### src/rtl/thermo_bin_pipe_if.sv
// thermo_bin_pipe_if: valid/ready handshake bundle for the thermometer-to-binary pipeline
// Ports: in_valid/in_ready/in_therm (sample side), out_valid/out_ready/out_bin/out_bubble (result side)
// master drives samples and accepts results; slave is the pipeline's view
interface thermo_bin_pipe_if #(
    parameter int WIDTH = 15,
    parameter int BIN_W = 4
);
    logic             in_valid;
    logic             in_ready;
    logic [WIDTH-1:0] in_therm;
    logic             out_valid;
    logic             out_ready;
    logic [BIN_W-1:0] out_bin;
    logic             out_bubble;
    modport master (output in_valid, in_therm, out_ready, input in_ready, out_valid, out_bin, out_bubble);
    modport slave  (input in_valid, in_therm, out_ready, output in_ready, out_valid, out_bin, out_bubble);
endinterface

### src/rtl/thermo_bin_pipe.sv
// thermo_bin_pipe: two-stage thermometer-code to binary converter with bubble detection and error count
// Ports: clk, rst (async, active-high), bus (thermo_bin_pipe_if.slave handshake),
//        clr_err (sync clear of err_count), err_count (saturating count of bubbled results delivered)
module thermo_bin_pipe #(
    parameter int WIDTH = 15,
    parameter int BIN_W = 4,
    parameter int ERR_W = 8
) (
    input  logic                 clk,
    input  logic                 rst,
    thermo_bin_pipe_if.slave     bus,
    input  logic                 clr_err,
    output logic [ERR_W-1:0]     err_count
);
    logic             s1_valid;
    logic [WIDTH-1:0] s1_therm;
    logic             s1_bubble;
    logic             s1_load;
    logic             s2_load;
    logic             in_bubble;
    logic [WIDTH:0]   ext;
    logic [BIN_W-1:0] ones;

    assign s2_load     = !bus.out_valid || bus.out_ready;
    assign s1_load     = !s1_valid || s2_load;
    assign bus.in_ready = s1_load;

    // A legal LSB-anchored code plus one is a power of two, so ANDing leaves nothing;
    // the extra top bit keeps all-ones from overflowing into a false hit.
    assign ext       = {1'b0, bus.in_therm};
    assign in_bubble = |(ext & (ext + (WIDTH+1)'(1)));

    always_comb begin
        ones = '0;
        for (int i = 0; i < WIDTH; i++) ones = ones + BIN_W'(s1_therm[i]);
    end

    always_ff @(posedge clk or posedge rst) begin
        if (rst) begin
            s1_valid  <= 1'b0;
            s1_therm  <= '0;
            s1_bubble <= 1'b0;
        end else if (s1_load) begin
            s1_valid  <= bus.in_valid;
            s1_therm  <= bus.in_therm;
            s1_bubble <= in_bubble;
        end
    end

    always_ff @(posedge clk or posedge rst) begin
        if (rst) begin
            bus.out_valid  <= 1'b0;
            bus.out_bin    <= '0;
            bus.out_bubble <= 1'b0;
        end else if (s2_load) begin
            bus.out_valid <= s1_valid;
            if (s1_valid) begin
                bus.out_bin    <= ones;
                bus.out_bubble <= s1_bubble;
            end
        end
    end

    always_ff @(posedge clk or posedge rst) begin
        if (rst)
            err_count <= '0;
        else if (clr_err)
            err_count <= '0;
        else if (bus.out_valid && bus.out_ready && bus.out_bubble && err_count != '1)
            err_count <= err_count + ERR_W'(1);
    end
endmodule

### src/flat_wrapper.sv
// flat-port wrapper written by rule: the top's interface ports become plain ports
module thermo_bin_pipe_flat 
#(
    parameter int WIDTH = 15,
    parameter int BIN_W = 4,
    parameter int ERR_W = 8
)
  (clk, rst, clr_err, err_count, bus_in_valid, bus_in_therm, bus_out_ready, bus_in_ready, bus_out_valid, bus_out_bin, bus_out_bubble);
  thermo_bin_pipe_if #(.WIDTH(WIDTH), .BIN_W(BIN_W)) bus_i ();
  input  logic clk;
  input  logic rst;
  input  logic clr_err;
  output logic [ERR_W-1:0] err_count;
  input wire logic [$bits(bus_i.in_valid)-1:0] bus_in_valid;
  input wire logic [$bits(bus_i.in_therm)-1:0] bus_in_therm;
  input wire logic [$bits(bus_i.out_ready)-1:0] bus_out_ready;
  output wire logic [$bits(bus_i.in_ready)-1:0] bus_in_ready;
  output wire logic [$bits(bus_i.out_valid)-1:0] bus_out_valid;
  output wire logic [$bits(bus_i.out_bin)-1:0] bus_out_bin;
  output wire logic [$bits(bus_i.out_bubble)-1:0] bus_out_bubble;
  assign bus_i.in_valid = bus_in_valid;
  assign bus_i.in_therm = bus_in_therm;
  assign bus_i.out_ready = bus_out_ready;
  assign bus_in_ready = bus_i.in_ready;
  assign bus_out_valid = bus_i.out_valid;
  assign bus_out_bin = bus_i.out_bin;
  assign bus_out_bubble = bus_i.out_bubble;
  thermo_bin_pipe #(.WIDTH(WIDTH), .BIN_W(BIN_W), .ERR_W(ERR_W)) u_core (.clk(clk), .rst(rst), .bus(bus_i), .clr_err(clr_err), .err_count(err_count));
endmodule
### config.mk
export PLATFORM = sky130hd
export DESIGN_NAME = thermo_bin_pipe_flat
export DESIGN_NICKNAME = d
export VERILOG_FILES = /design/src/rtl/thermo_bin_pipe_if.sv /design/src/rtl/thermo_bin_pipe.sv /design/src/flat_wrapper.sv
export SDC_FILE = /design/constraint.sdc
export NUM_CORES = 1
export LEC_CHECK = 0
export CORE_UTILIZATION = 35
export DETAILED_ROUTE_END_ITERATION = 10
export HOLD_SLACK_MARGIN = 0.06
export SLEW_MARGIN = 20
export SYNTH_ARGS = -nofsm -noshare
export SYNTH_HDL_FRONTEND = slang
export SYNTH_SLANG_ARGS = --single-unit
### constraint.sdc
create_clock -name clk -period 5.2 [get_ports clk]
set_clock_uncertainty 0.15 [all_clocks]
set_input_delay 1.56 -clock clk [delete_from_list [all_inputs] [get_ports clk]]
set_output_delay 1.56 -clock clk [all_outputs]
set_load 0.005 [all_outputs]
==> metrics.txt <==
Cells on Worst Hold Path=2; initial antenna violation count=0; io pins=35; CTS H-tree lvls=2; latest clock arrival within the worst-skew pair=roughly 0.28 ns; number of max-slew violations in the final report=0; std cell rows=25; remaining global-route overflow=0; initial drt markers=47; synthesized netlist net count=approximately 210; dominant register cell in the synthesized netlist=sky130_fd_sc_hd__dfrtp_1; worst ir drop on vdd=approximately 0.20 mV; global-route wire length before repair=5.96 mm; Critical-path top delay cell=sky130_fd_sc_hd__clkdlybuf4s50_1; buffers inserted during post-CTS setup optimization=0; Yosys warning total=0; synthesized area per cell=approximately 10 sq um; initial core utilization=0.363; Tmin final=4.47 ns; WP data arrival=between 2 and 3 ns; clock buffer count from CTS=5; Antenna Cells=0; layout net count=around 240; Post-route DRC=2; number of failing hold endpoints at the final stage=0; placed wire-length estimate after detailed placement=2.62 mm; cts repair resizes=0; crit-path most repeated cell=sky130_fd_sc_hd__clkdlybuf4s50_1; number of cells on the worst reg-to-reg path=12; post-route ant nets=0; commonest non-fill, non-tap cell in the layout=sky130_fd_sc_hd__clkdlybuf4s50_1; clock tree from TritonCTS=yes; DIE HEIGHT=72.0 um; final RePlAce weighted congestion=~0.73; type of the worst min-delay path=reg -> reg; core outline area=roughly 4700 sq um; largest net degree at the start of global routing=31; Clock Sink Count=31; clock input transition at the sequential cells of the worst setup and hold paths=~0.06 ns; worst path cell trace=clkdlybuf4s50_1 > nand3b_1 > clkdlybuf4s50_1; final count of negative-setup-slack endpoints=0; #FFs+latches synth=31; post-route setup TNS=0 ns; Crit path required time=around 3.5 ns; final wirelength=roughly 3.4 mm; sequential cell area fraction in the yosys report=0.453; largest fanout on the critical path=3; via count=~1300; final cell area excluding filler cells=about 2200 sq um; area share of and/or/nand/nor cells after synthesis=0.137; compound-gate portion of the synthesized area=0.100; largest family of logic cells by synthesized area=adder cells; Netlist cell types=29; total power divided by cell area=357 nW/um^2; Clock Tree Buf Depth=2; Worst R2R End=u_core.bus.out_bin[3]; Vias/cell=around 4.6; delay of the slowest critical-path stage=between 0.5 and 0.6 ns; share of synthesized area spent on multiplexers=0.0446; sort of element at the start of the critical path=input port; launch instance of the worst min-delay path=u_core.bus.out_bin[3]; fraction of final layout cells with drive strength greater than 1=0.0725; Die X-Extent=slightly above 70 um; number of hold buffers added after CTS=0; Hold Crit Endpoint=u_core.bus.out_bin[3]; share of synthesized flip-flops with an asynchronous set or reset=1.00; Area after DPL=about 2100 sq um; unrepaired setup endpoints after global routing=false; number of maximum-capacitance violations=0; XOR/XNOR Fraction of Synth Area=0.0460; Clock Root Buffer=sky130_fd_sc_hd__clkbuf_8; synth-to-layout area growth=29.0%; status=finished with violations; beginning of the worst register-to-register path=u_core.s1_therm[0]; gate count after technology mapping=~170; number of detailed-routing iterations run before antenna repair=7; mean routed wirelength per cell=about 12 um; actual slew at the worst max-slew pin=roughly 0.68 ns; failing checks=DRC; number of enable-type register cells in the synthesized netlist=0; vias in the first global route=1315; die footprint=around 5200 sq um; total routing resource utilization after global routing=0.156; post-route fraction of the period consumed by the critical path=0.859; commonest non-fill, non-tap cells in the layout=sky130_fd_sc_hd__clkdlybuf4s50_1, sky130_fd_sc_hd__dfrtp_1, sky130_fd_sc_hd__inv_1; Leak Pwr=~1 nW; minimum setup slack among reg-to-reg paths=around 1.3 ns; maximum clock frequency=0.224 GHz; Synth Area in Adders=0.156; class of the most critical setup path=in -> out; number of port buffers=34; worst slew margin relative to its limit=0.546; Worst setup EP type=output port; area of the mapped netlist=~1700 sq um
==> metrics by stage <==
stage          power, mW  hold WS, ns  instances  setup slack, ns   util
2_1_floorplan      0.527        0.307        169             1.44      -
3_3_place_gp       0.626        0.315        268            0.726  0.452
3_5_place_dp       0.632        0.324        268            0.746  0.452
4_1_cts            0.808        0.340        274            0.730  0.468
5_1_grt            0.878        0.357        274            0.689  0.468
6_report           0.790        0.330        274            0.735  0.468
==> power by group <==
part | internal, mW | switching (mW)
logic | 0.172 | 0.162
registers | 0.273 | 0.0138
clock network | 0.0889 | 0.0809
==> synthesized netlist by cell type (all sizes together) (2+ instances only) <==
cell	n	area share
nand2b	3	0.011
clkbuf	2	0.0044
fa	9	0.11
ha	7	0.051
inv	25	0.055
mux2	5	0.033
and4	2	0.010
buf	2	0.0044
xnor2	4	0.020
mux2i	2	0.012
nand4	2	0.0073
dfrtp	31	0.45
nand2	22	0.048
and3	3	0.011
o21ai	18	0.053
xor2	5	0.026
a21oi	2	0.0080
nand3	8	0.023
nor2	8	0.018
==> worst max-delay path: cells and delay by family <==
family                 cells  cell delay (ns)
buffers and inverters      2             1.02
AND/OR/NAND/NOR            1             0.17
==> worst max path at each step <==
stage                                        to  slack, ns               start
after floorplan           u_core.bus.out_bin[3]       1.44  u_core.s1_therm[0]
after global placement             bus_in_ready       0.73       bus_out_ready
after detailed placement           bus_in_ready       0.75       bus_out_ready
after CTS                          bus_in_ready       0.73       bus_out_ready
after global routing               bus_in_ready       0.69       bus_out_ready
final                              bus_in_ready       0.73       bus_out_ready
==> registers in the layout, indices dropped and copies added, names as in the netlist <==
| register | flops |
|---|---|
| u_core.err_count | 8 |
| u_core.s1_therm | 15 |
| u_core.bus.out_valid | 1 |
| u_core.s1_valid | 1 |
| u_core.bus.out_bin | 4 |
| u_core.bus.out_bubble | 1 |
| u_core.s1_bubble | 1 |
==> kinds of logic (layout without fill, tap and decap cells) <==
group                      after synthesis  in the layout
adders and majority gates               16             16
AOI/OAI and AO/OA                       27             27
DFF                                     31             31
xor gates and xnor gates                 9              9
buffers and inverters                   29             67
muxes                                    7              7
and+or+nand+nor                         50             50
==> layer usage <==
layer  GRT usage  part of all wire
met2       0.251              0.47
met4      0.0632             0.021
met3      0.0514             0.037
met1       0.196              0.47
met5           0                 0
==> cell type report <==
class	count	area, sq um
flip-flops and latches	31	776
repair buffers	36	355
clock buffers	6	72.6
multi-input cells	109	828
well taps	67	83.8
fillers	453	2510
inverters	25	93.8
(Power assumes the default switching activity.)
